`config.mk`:
```
export PLATFORM = sky130hd
export DESIGN_NAME = ram_fifo_ctrl
export DESIGN_NICKNAME = d
export VERILOG_FILES = /design/src/rtl/ram_fifo_ctrl_pkg.sv /design/src/rtl/ram_fifo_ctrl.sv
export SDC_FILE = /design/constraint.sdc
export NUM_CORES = 1
export LEC_CHECK = 0
export BUFFER_PORTS_ARGS = -buffer_cell sky130_fd_sc_hd__buf_4
export CAP_MARGIN = 40
export CELL_PAD_IN_SITES_DETAIL_PLACEMENT = 0
export CELL_PAD_IN_SITES_GLOBAL_PLACEMENT = 1
export CORE_ASPECT_RATIO = 2
export CORE_MARGIN = 2
export CORE_UTILIZATION = 30
export DETAILED_ROUTE_END_ITERATION = 12
export GPL_ROUTABILITY_DRIVEN = 0
export GPL_TIMING_DRIVEN = 0
export PLACE_DENSITY = 0.75
export SETUP_SLACK_MARGIN = 0.02
export SKIP_CTS_REPAIR_TIMING = 1
export SYNTH_ARGS = -nofsm -noshare
export SYNTH_HDL_FRONTEND = slang
export SYNTH_SLANG_ARGS = --single-unit
```
`constraint.sdc`:
```
create_clock -name clk -period 2 [get_ports clk]
set_input_delay 0.1 -clock clk [delete_from_list [all_inputs] [get_ports clk]]
set_output_delay 0.1 -clock clk [all_outputs]
set_load 0.01 [all_outputs]
```
`src/rtl/ram_fifo_ctrl_pkg.sv`:
```
// Shared types and helpers for the RAM-backed FIFO controller.
// Covers the return-data routing choice and the output-pipeline occupancy count.
package ram_fifo_ctrl_pkg;

    // Where a word returning from the RAM read port lands this cycle.
    typedef enum logic [1:0] {
        RET_NONE,
        RET_TO_OUT,
        RET_TO_PIPE
    } ret_route_e;

    // Words committed to the output pipeline once this cycle's pop is taken out.
    // pop implies m_valid, so the subtraction never underflows.
    function automatic logic [1:0] pipe_count(
        input logic rd_pend,
        input logic pipe_valid,
        input logic m_valid,
        input logic pop
    );
        return {1'b0, rd_pend} + {1'b0, pipe_valid} + {1'b0, m_valid} - {1'b0, pop};
    endfunction

endpackage

```
`src/rtl/ram_fifo_ctrl.sv`:
```
// Stream FIFO controller over an external dual-port RAM with a 1-cycle registered read.
// A two-entry output pipeline (pipe + output register) hides the RAM read latency.
module ram_fifo_ctrl
    import ram_fifo_ctrl_pkg::*;
#(
    parameter int DATA_WIDTH = 16,
    parameter int ADDR_WIDTH = 8
) (
    input  logic                  clk,
    input  logic                  rst,
    input  logic [DATA_WIDTH-1:0] s_data,
    input  logic                  s_valid,
    output logic                  s_ready,
    output logic [DATA_WIDTH-1:0] m_data,
    output logic                  m_valid,
    input  logic                  m_ready,
    output logic                  ram_wr_en,
    output logic [ADDR_WIDTH-1:0] ram_wr_addr,
    output logic [DATA_WIDTH-1:0] ram_wr_data,
    output logic [ADDR_WIDTH-1:0] ram_rd_addr,
    input  logic [DATA_WIDTH-1:0] ram_rd_data,
    output logic [ADDR_WIDTH:0]   level
);

    localparam logic [ADDR_WIDTH:0] PTR_ONE = (ADDR_WIDTH+1)'(1);

    logic [ADDR_WIDTH:0]   wr_ptr;
    logic [ADDR_WIDTH:0]   rd_ptr;
    logic                  rd_pend;
    logic                  pipe_valid;
    logic [DATA_WIDTH-1:0] pipe_data;

    logic       empty;
    logic       full;
    logic       wr_fire;
    logic       pop;
    logic       advance;
    logic       rd_issue;
    ret_route_e route;

    // The extra pointer MSB separates full from empty when the low bits match.
    assign empty = (wr_ptr == rd_ptr);
    assign full  = (wr_ptr[ADDR_WIDTH-1:0] == rd_ptr[ADDR_WIDTH-1:0]) &&
                   (wr_ptr[ADDR_WIDTH] != rd_ptr[ADDR_WIDTH]);

    assign s_ready     = !full && !rst;
    assign wr_fire     = s_valid && s_ready;
    assign ram_wr_en   = wr_fire;
    assign ram_wr_addr = wr_ptr[ADDR_WIDTH-1:0];
    assign ram_wr_data = s_data;

    assign pop     = m_valid && m_ready;
    assign advance = !m_valid || pop;

    // Empty is judged on the registered wr_ptr, so a read never targets this cycle's write.
    assign rd_issue    = !empty && (pipe_count(rd_pend, pipe_valid, m_valid, pop) < 2'd2);
    assign ram_rd_addr = rd_ptr[ADDR_WIDTH-1:0];

    assign level = wr_ptr - rd_ptr;

    // NOTE: every signal assigned in always_comb gets a default first, so no path leaves it unassigned and no latch is inferred.
    always_comb begin
        route = RET_NONE;
        if (rd_pend) begin
            route = (!pipe_valid && advance) ? RET_TO_OUT : RET_TO_PIPE;
        end
    end

    // NOTE: sequential state uses non-blocking assignments so every register samples pre-edge values regardless of statement order.
    always_ff @(posedge clk) begin
        if (rst) begin
            wr_ptr     <= '0;
            rd_ptr     <= '0;
            rd_pend    <= 1'b0;
            pipe_valid <= 1'b0;
            m_valid    <= 1'b0;
            m_data     <= '0;
        end else begin
            if (wr_fire) begin
                wr_ptr <= wr_ptr + PTR_ONE;
            end
            if (rd_issue) begin
                rd_ptr <= rd_ptr + PTR_ONE;
            end
            rd_pend <= rd_issue;

            // A held pipe word always moves out ahead of a newly returning word.
            if (advance) begin
                if (pipe_valid) begin
                    m_data  <= pipe_data;
                    m_valid <= 1'b1;
                end else if (route == RET_TO_OUT) begin
                    m_data  <= ram_rd_data;
                    m_valid <= 1'b1;
                end else begin
                    m_valid <= 1'b0;
                end
            end

            pipe_valid <= (pipe_valid && !advance) || (route == RET_TO_PIPE);
        end
    end

    // NOTE: pure data registers carry no reset; pipe_valid alone decides whether pipe_data means anything.
    always_ff @(posedge clk) begin
        if (route == RET_TO_PIPE) begin
            pipe_data <= ram_rd_data;
        end
    end

endmodule

```
## Yosys cells after proc, flatten, opt, wreduce, memory -nomap -nowiden

Cells that the tools add are included.

| word-level totals | value |
|---|---|
| bits in registers | 53 |
| input bits | 36 |
| output and inout port bits | 60 |
| logic and storage cells | 42 |

| cells by class | value |
|---|---|
| $add $sub $neg | 6 |
| magnitude comparators | 1 |
| equal/unequal tests | 5 |
| muxes and demuxes | 6 |
| reductions and logical operators | 17 |

Operators with widths:

| operator | number |
|---|---|
| 16-bit two-way mux | 2 |
| 9-bit by 1-bit adder with 9-bit output, second input constant | 2 |
| 9-bit == test | 1 |
| 9-bit subtractor | 1 |
| 8-bit == test | 1 |
| 1-bit logical AND | 7 |
| 1-bit logical NOT | 6 |
| 2-bit two-way mux | 2 |
| 1-bit by 1-bit adder with 2-bit output | 1 |
| 2-bit by 1-bit adder with 2-bit output | 1 |
| 2-bit by 1-bit == test with 1-bit output, second input constant | 1 |
| 2-bit == test, second input constant | 1 |
| 1-bit logical OR | 2 |
| 2-bit < comparator, second input constant | 1 |
| 1-bit two-way mux | 2 |
| 2-bit AND reduction | 1 |
| 2-bit nonzero test | 1 |
| 2-bit by 1-bit subtractor with 2-bit output | 1 |
| 1-bit != test | 1 |

## Logic depth before layout (Yosys ltp)

Gate-level depths: netlist (run 1).

| depth | value |
|---|---|
| depth after elaboration | 8 |
| mapped depth | 9 |
| depth with buffers taken out | 9 |

## Worst setup path after synthesis (run 1)

No wires, ideal clock.

| timing | value |
|---|---|
| path kind | register to register |
| start point | register m_valid |
| end point | register rd_ptr[8] |
| library setup time | 0.128 ns |
| data arrival time | 1.874 ns |
| required time | 1.872 ns |
| slack | -0.002 ns |
| stages on the path, launching flop included | 10 |
| buffers on the path | 0 |
| period minus slack after synthesis | 2.002 ns |
| cell sequence | dfxtp_1 > and2_1 > ha_1 > inv_1 > ha_1 > a21oi_1 > xnor2_1 > nor4_1 > xnor2_1 > nor2_1 |

| between the ends | value |
|---|---|
| word-level cells in the longest chain between the ends | 4 |
| elaborated cells on any way between the ends | 5 |
| those cells by class | add/sub: 2; order compare: 1; reduce/logical: 2 |

Ends and longest elaborated chain:

| item | line | text |
|---|---|---|
| from (decl) | ram_fifo_ctrl.sv:15 | `output logic m_valid,` |
| from (signal assigned) | ram_fifo_ctrl.sv:76 | `m_valid <= 1'b0;` |
| from (signal assigned) | ram_fifo_ctrl.sv:91 | `m_valid <= 1'b1;` |
| from (signal assigned) | ram_fifo_ctrl.sv:94 | `m_valid <= 1'b1;` |
| 2-bit by 1-bit adder with 2-bit output / 1-bit logical AND (equally long branches) | ram_fifo_ctrl_pkg.sv:20, ram_fifo_ctrl.sv:52 |  |
| 2-bit by 1-bit subtractor with 2-bit output (*) | ram_fifo_ctrl_pkg.sv:20 | `return {1'b0, rd_pend} + {1'b0, pipe_valid} + {1'b0, m_valid} - {1'b0, pop};` |
| 2-bit < comparator (*) | ram_fifo_ctrl.sv:56 | `assign rd_issue = !empty && (pipe_count(rd_pend, pipe_valid, m_valid, pop) < 2'd2);` |
| 1-bit logical AND (*) | ram_fifo_ctrl.sv:56 |  |
| to (signal assigned) | ram_fifo_ctrl.sv:83 | `rd_ptr <= rd_ptr + PTR_ONE;` |
| to (decl) | ram_fifo_ctrl.sv:28 | `logic [ADDR_WIDTH:0] rd_ptr;` |

Every way passes the cells marked *; elsewhere a longest branch is shown, timed or not.
A chain may end at the register's enable or synchronous reset.

## Worst setup path in the final report (run 1)

| timing | value |
|---|---|
| start point | register wr_ptr[0] |
| end point | output level[6] |

| between the ends | value |
|---|---|
| word-level cells in the longest chain between the ends | 1 |

Ends and longest elaborated chain:

| item | line | text |
|---|---|---|
| from (decl) | ram_fifo_ctrl.sv:27 | `logic [ADDR_WIDTH:0] wr_ptr;` |
| from (signal assigned) | ram_fifo_ctrl.sv:80 | `wr_ptr <= wr_ptr + PTR_ONE;` |
| 9-bit subtractor | ram_fifo_ctrl.sv:59 | `assign level = wr_ptr - rd_ptr;` |
| to (decl) | ram_fifo_ctrl.sv:22 | `output logic [ADDR_WIDTH:0] level` |

No other way between the ends.

==> impl_metrics.tcl, run 1 <==
set metrics [dict create \
    maxCapViolCount 0 \
    r2r_cells 9 \
    crit_end "level[6]" \
    min_period_ps 2227 \
    synth-compound-area-share_pct 9.163 \
    grt.overflow.total 0 \
    drt-total-wl_um 7655 \
    muxShareOfSynthArea_pct 6.729 \
    synthToLayoutAreaGrowth_pct 56.80 \
    htreeDepth 2 \
    io_buffers 78 \
    fin_ws_ps -227.0 \
    path_clk_slew_ps 70 \
    die_h_um 141.3 \
    fin_nets 468 \
    antennaDiodeCount 0 \
    timing.final.crit_share_pct 111.4 \
    critPathLaunch "wr_ptr[0]" \
    core_um2 9259 \
    synth_adder_area_share_pct 6.020 \
    ir_drop_mv 0.6310 \
    synth_top_family_by_area "simple AND/OR/NAND/NOR gates" \
    dp_cells 473 \
    final_hold_viol_count 0 \
    synth_area_leaders "dfxtp_1 26%, edfxtp_1 17%, buf_4 8.5%" \
    fillers 893 \
    drc 0 \
    root_buffer "clkbuf_16" \
    synth-seq-cells 53 \
    worst-path-max-fanout 4 \
    num_rows 50 \
    maxSlewHeadroom_pct 54.98 \
    synthArstFlopShare_pct 0 \
    path_class "register to primary output" \
    antenna_found_initial 0 \
    synth_common_cells "41 x nor2_1, 37 x dfxtp_1, 32 x buf_4" \
    drive_gt1_share_pct 49.40 \
    synth-simple-area-share_pct 16.02 \
    rr_endpoint "rd_ptr[8]" \
    start_util_pct 30.53 \
    pre_cts_slack_ps -322.6 \
    synthMostInstantiatedCell "nor2_1" \
    power_density_nw_per_um2 973.9 \
    finClkSkew_ps 3.867 \
    tightest_slew_ps 675.2 \
    cts_tree "built" \
    syn-num-nets 340 \
    dp_hpwl_um 5429 \
    syn_inst 291 \
    synth-main-ff-cell "dfxtp_1" \
    cts-buffers-inserted 5 \
    synth_warnings 0 \
    grt_util_all_layers_pct 13.51 \
    clk_path_buf_depth 2 \
    vias_per_cell 4.803 \
    startpoint_type "register" \
    cts.sinks 53 \
    drt_pass1_iterations 4 \
    synth_edf_count 16 \
    die_x_um 72.64 \
    synth_top_cell_by_area "dfxtp_1" \
    wl_per_cell_um 14.64 \
    p_leak_nw 1.806 \
    setup.worst_path.end_class "primary output" \
    status "finished, violations left" \
    netlist_area_um2 2826 \
    yosysTopAreaCellShare_pct 26.21 \
    final_cells 523 \
    fin_tns_setup_ps -579.4 \
    grt_max_degree 17 \
    ys_types 41 \
    synth-xor-area-share_pct 6.773 \
    clk_latency_ps 290 \
    grt_pass1_wl_um 10810 \
    final_util_pct 47.86 \
    critPathArrivalTime_ps 2130 \
    failed_checks "negative setup slack" \
    ant_nets 0 \
    r2r_setup_slack_ps -60 \
    critPathRequiredTime_ps 1900 \
    die_area_um2 10260 \
    finalMaxSlewViolations 0 \
    pin_count 96 \
    grt_pass1_vias 2325 \
    drt_iter0_drc 57 \
    setup_violations 6 \
    hold_class "input port to register" \
    ys_seq_area_share_pct 43.20 \
    avgSynthCellArea_um2 9.713 \
    rsz0062_at_grt "yes" \
    fmax_mhz 449.0 \
    r2r_start "m_valid" \
    dr_total_vias 2512 \
]
## where the power goes
group	internal (mW)	switching [mW]
sequential	1.30	0.139
clock	0.453	0.373
combinational	1.06	0.994
total	2.81	1.51
## worst max-delay path, stage by stage (launching register included)
cell	delay (ps)
dfxtp_4	370
inv_4	50
ha_4	160
fa_2	410
nor2b_2	140
o21ai_2	90
a21boi_2	180
mux2i_1	210
nand2_1	90
buf_6	130
## area by class of cell
cell class	instances	area (µm²)	area share (%)
plain buffers	42	290.3	6.550
clock buffers	5	125.1	2.823
clock inverters	2	11.26	0.2541
inverters	16	70.07	1.581
multi-input cells	181	1562	35.23
flip-flops and latches	53	1262	28.49
well taps	104	130.1	2.936
repair buffers	120	980.9	22.13
## worst min path at each step
stage | start | endpoint | slack (ps) | depth (start not counted)
2_1_floorplan | ram_rd_data[0] | pipe_data[0] | 200 | 0
3_3_place_gp | ram_rd_data[7] | pipe_data[7] | 290 | 1
3_5_place_dp | ram_rd_data[0] | pipe_data[0] | 290 | 1
4_1_cts | ram_rd_data[0] | pipe_data[0] | -20 | 1
5_1_grt | m_ready | pipe_valid | 160 | 4
6_report | m_ready | pipe_valid | 140 | 4
## layer usage
metal	part of all wire, %	global-route usage [%]	wire length, µm
met1	35	13.46	2684
met2	57	25.60	4327
met3	5.0	2.060	386
met4	3.3	7.212	256
met5	0	0	0
## layout by cell type, fill, tap and decap left out, types with 3 or more instances in the layout
master         count
clkbuf_16          5
dlygate4sd3_1     16
nor4_4             3
ha_4               9
o21ai_0            4
buf_4            130
buf_6              5
nor3_1             6
a21oi_1            6
nand3_1            3
inv_2              3
ha_1               3
dfxtp_4            9
inv_4              4
xor2_1             3
dfxtp_1           22
xnor2_1           16
inv_1              9
a211oi_1          16
nor2_1            37
nand2_1            8
clkbuf_1           5
dfxtp_2            6
mux2i_1           19
edfxtp_1          16
nand4_1            6
## kinds of logic (layout without fill, tap and decap cells)
family / count (synthesis) / in the layout
AO/OA/AOI/OAI: 38 / 38
adder cells (fa/ha/maj): 13 / 13
buffers and inverters: 58 / 185
flip-flops: 53 / 53
AND/OR/NAND/NOR: 89 / 89
multiplexers: 19 / 19
XOR/XNOR: 21 / 22
## registers in the layout (all words and copies together), names as in the netlist
signal	cells
wr_ptr	9
rd_ptr	9
m_data	16
m_valid	1
pipe_data	16
rd_pend	1
pipe_valid	1
## stage by stage
step | area [µm²] | power, mW | hold WS, ps
6_report | 4432 | 4.316 | 138.1
4_1_cts | 3686 | 3.860 | -17.39
5_1_grt | 4432 | 4.604 | 155.8
3_5_place_dp | 3550 | 3.010 | 289.9
3_3_place_gp | 3550 | 2.985 | 288.6
2_1_floorplan | 2834 | 2.326 | 198.9
Power figures use the tool's default switching activity.
==> run 2, diff against run 1 <==
Settings changed: CORE_UTILIZATION 30 to 34, PLACE_DENSITY 0.75 to 0.83.
==> impl_metrics.tcl, run 2 (same netlist as run 1, synthesis figures left out) <==
set metrics [dict create \
    status "finished, violations left" \
    failed_checks "negative setup slack" \
    design_power_total_mw 4.271 \
    tightest_slew_ps 568.8 \
    path_clk_slew_ps 70 \
    maxCapViolCount 0 \
    die_x_um 68.47 \
    pre_cts_slack_ps -313.9 \
    fin_tns_setup_ps -506.6 \
    cpPeakStageDelay_ps 400 \
    final_common_cell "buf_4" \
    hp-start "m_ready" \
    drt-total-wl_um 7447 \
    grt_pass1_wl_um 10410 \
    final_cells 515 \
    ant_nets 0 \
    wl_per_cell_um 14.46 \
    min_period_ps 2177 \
    setup_violations 9 \
    final_cell_area_um2 4315 \
    drt_iter0_drc 62 \
    dp_hpwl_um 5237 \
    dp_cells 467 \
    cts.sinks 53 \
    path_class "register to primary output" \
    antennaDiodeCount 0 \
    power_density_nw_per_um2 989.8 \
    critPathArrivalTime_ps 2080 \
    critPathLaunch "wr_ptr[0]" \
    fillers 742 \
    finClkSkew_ps 3.580 \
    timing.final.crit_share_pct 108.8 \
    drt_pass1_iterations 4 \
    io_buffers 78 \
    top_regs "m_data (16), pipe_data (16)" \
    grt_max_degree 18 \
    grt.overflow.total 0 \
    mostFrequentLayoutCells "130 x buf_4, 40 x nor2_1, 25 x dfxtp_1" \
    core_um2 8174 \
    ir_drop_mv 0.9489 \
    rsz0062_at_grt "yes" \
    fin_hold_ws_ps 123.6 \
    regArea_um2 1249 \
    cp_slowest_cell "fa_2" \
    antenna_found_initial 0 \
    synthToLayoutAreaGrowth_pct 52.68 \
    fin_nets 465 \
    path_delay_family "adder cells" \
    maxSlewHeadroom_pct 62.08 \
    r2r_cells 9 \
    num_rows 47 \
    hold-path-cell-count 4 \
    final_hold_viol_count 0 \
    cts-buffers-inserted 5 \
    rr_endpoint "rd_ptr[7]" \
    setup.worst_path.end_class "primary output" \
    dr_total_vias 2531 \
    fin_ws_ps -176.5 \
    die_h_um 132.9 \
    r2r_setup_slack_ps -70 \
    pin_count 96 \
    crit_end "level[6]" \
    start_util_pct 34.58 \
    p_leak_nw 1.777 \
    fmax_mhz 459.4 \
    startpoint_type "register" \
    drc 0 \
    r2r_start "m_valid" \
    critPathBufInv 2 \
    path_cells "inv_4, ha_4, fa_2, nor2b_2, o21ai_2, a21boi_2, mux2i_1, nand2_1, buf_6" \
    final_util_pct 52.79 \
    cts_tree "built" \
    path_depth 9 \
    root_buffer "clkbuf_16" \
    multiInputGateArea_um2 1506 \
    grt_util_all_layers_pct 15.27 \
    grt_pass1_vias 2173 \
    hold_class "input port to register" \
    clk_latency_ps 290 \
    die_area_um2 9102 \
    htreeDepth 2 \
    drive_gt1_share_pct 45.32 \
    critPathRequiredTime_ps 1900 \
    clk_path_buf_depth 2 \
    worst-path-max-fanout 4 \
    dpl_cell_area_um2 3542 \
    finalMaxSlewViolations 0 \
    vias_per_cell 4.915 \
]
-- run 2: worst min path at each step --
stage                         endpoint
after CTS                 pipe_data[5]
final                       pipe_valid
after floorplan           pipe_data[0]
after global routing        pipe_valid
after detailed placement  pipe_data[5]
after global placement    pipe_data[7]
-- run 2: metal layers --
metal	global-route usage, %	up-vias	wire length (µm)
li1	-	1237	-
met1	15.33	1190	2548
met2	28.04	93	4196
met3	3.486	11	481
met4	6.667	0	219
met5	0	-	0
-- run 2: layout make-up --
cell class	instances	area share, %
Tap cell	98	2.841
Clock buffer	5	2.899
Sequential cell	53	28.94
Inverter	16	1.508
Timing Repair Buffer	117	21.75
Multi-Input combinational cell	181	34.91
Clock inverter	3	0.4929
Buffer	42	6.669
-- run 2: worst reg2reg max path, cell delays in order (launching register included) --
cell	delay [ps]
dfxtp_2	350
and2_1	140
ha_1	270
inv_1	90
ha_4	210
a21oi_4	250
xnor2_2	190
nor4_2	240
xnor2_1	160
nor2_1	50
-- run 2: power by group --
part           leakage (nW)  total [mW]  switching, mW  internal [mW]
registers             0.453        1.43          0.137           1.29
logic                  1.25        1.97          0.978          0.995
clock network        0.0718       0.867          0.400          0.467
==> run 3, diff against run 2 <==
Settings changed: CORE_ASPECT_RATIO 2 to 0.9.
==> impl_metrics.tcl, run 3 (same netlist as run 1, synthesis figures left out) <==
set metrics [dict create \
    wl_per_cell_um 14.08 \
    die_h_um 90.50 \
    finalMaxSlewViolations 0 \
    grt_max_degree 18 \
    comb_power_share_pct 47.0 \
    finClkSkew_ps 6.141 \
    seqPwrFrac_pct 32.9 \
    cts_tree "built" \
    status "finished, violations left" \
    switching_share_pct 34.91 \
    grt_pass1_wl_um 9839 \
    root_buffer "clkbuf_8" \
    clk_latency_ps 310 \
    critPathRequiredTime_ps 1900 \
    setup.worst_path.end_class "primary output" \
    antenna_found_initial 0 \
    final_util_pct 54.05 \
    num_rows 31 \
    cpPeakStageDelay_ps 410 \
    cp_slowest_cell "fa_2" \
    ir_drop_mv 0.5859 \
    hold_class "input port to register" \
    path_clk_slew_ps 100 \
    core_um2 8068 \
    fin_nets 461 \
    startpoint_type "register" \
    multiInputGateArea_um2 1562 \
    internal-power_mw 2.851 \
    drc 0 \
    dp_hpwl_um 4773 \
    rsz0062_at_grt "yes" \
    vias_per_cell 4.889 \
    dr_total_vias 2503 \
    die_area_um2 9059 \
    drt_iter0_drc 60 \
    clk_path_buf_depth 2 \
    p_leak_nw 1.769 \
    grt.overflow.total 0 \
    cts-buffers-inserted 5 \
    worst-path-max-fanout 4 \
    mostFrequentLayoutCells "124 x buf_4, 38 x nor2_1, 21 x dfxtp_1" \
    setup_violations 6 \
    htreeDepth 2 \
    ant_nets 0 \
    die_x_um 100.1 \
    pin_count 96 \
    antennaDiodeCount 0 \
    top_regs "m_data (16), pipe_data (16)" \
    failed_checks "negative setup slack" \
    critPathArrivalTime_ps 2100 \
    fillers 730 \
    min_period_ps 2200 \
    grt_pass1_vias 2133 \
    regArea_um2 1266 \
    fmax_mhz 454.6 \
    grt_util_all_layers_pct 13.36 \
    path_cells "inv_4, ha_4, fa_2, nor2b_2, o21ai_2, a21boi_2, mux2i_1, nand2_1, buf_6" \
    path_class "register to primary output" \
    pre_cts_slack_ps -248.4 \
    cts.sinks 53 \
    synthToLayoutAreaGrowth_pct 54.27 \
    tightest_slew_ps 622.5 \
    maxCapViolCount 0 \
    power_frac_clock_pct 20.1 \
    start_util_pct 35.03 \
    io_buffers 78 \
    final_hold_viol_count 0 \
    fin_ws_ps -199.7 \
    drt_pass1_iterations 6 \
    power_density_nw_per_um2 1005 \
    maxSlewHeadroom_pct 58.50 \
    final_common_cell "buf_4" \
    drt-total-wl_um 7209 \
    power.switching_mw 1.529 \
    timing.final.crit_share_pct 110.0 \
    drive_gt1_share_pct 48.18 \
]
[run 3: changes by cell type in the layout (fill, tap and decap cells not counted), moves of 4 or more]
cell | previous run | this run
buf_4 | 130 | 124
clkbuf_16 | 5 | 0
clkbuf_8 | 0 | 5
dfxtp_4 | 5 | 10
dfxtp_1 | 25 | 21
[run 3: cell type report]
cell class                 instances  area share (%)
sequential                        53           29.04
multi-input combinational        181           35.81
timing repair buffer             113           21.00
clock inverter                     3           1.578
buffer                            42           6.600
clock buffer                       5           1.578
tap                               99           2.841
inverter                          16           1.549
[run 3: through the flow]
| step | power (mW) | hold slack (ps) | std cells | TNS, ps | area (µm²) |
|---|---|---|---|---|---|
| final | 4.381 | 107.0 | 512 | -451.1 | 4360 |
| after global routing | 4.637 | 119.9 | 512 | -1544 | 4360 |
| after CTS | 3.883 | -35.56 | 476 | -5799 | 3681 |
| after detailed placement | 3.004 | 290.4 | 468 | -3280 | 3543 |
| after global placement | 2.981 | 289.6 | 468 | -2307 | 3543 |
| after floorplan | 2.326 | 198.9 | 291 | 0 | 2834 |
[run 3: per-layer routing]
metal  routed length, µm  GRT usage, %  vias up  part of all wire [%]
met5                   0             0        -                     0
li1                    -             -     1233                     -
met3                 487         3.560       14                   6.8
met2                3465         21.90       96                    48
met1                3169         17.73     1160                    44
met4                  86         2.740        0                   1.2
[run 3: worst paths after layout]
path	slack, ps	endpoint	cells after the start	from
worst min-delay path	110	pipe_valid	4	m_ready
worst max-delay path	-200	level[6]	9	wr_ptr[0]
worst min register to register	510	m_data[3]	2	m_data[3]
worst max register to register	-20	rd_ptr[0]	10	m_valid
[run 3: worst max-delay path, delay by kind of cell (launching register included)]
family / cells / cell delay (ps)
AO/OA/AOI/OAI: 2 / 250
adder cells (fa/ha/maj): 2 / 570
buffers and inverters: 2 / 180
flip-flops: 1 / 380
multiplexers: 1 / 200
AND/OR/NAND/NOR: 2 / 220
[run 3: power groups by stage]
stage                     sequential [mW]  clock (mW)  combinational [mW]
after floorplan                      1.47           0               0.852
after global placement               1.45           0                1.53
after detailed placement             1.45           0                1.55
after CTS                            1.43       0.887                1.56
after global routing                 1.46       0.931                2.25
final                                1.44       0.881                2.06
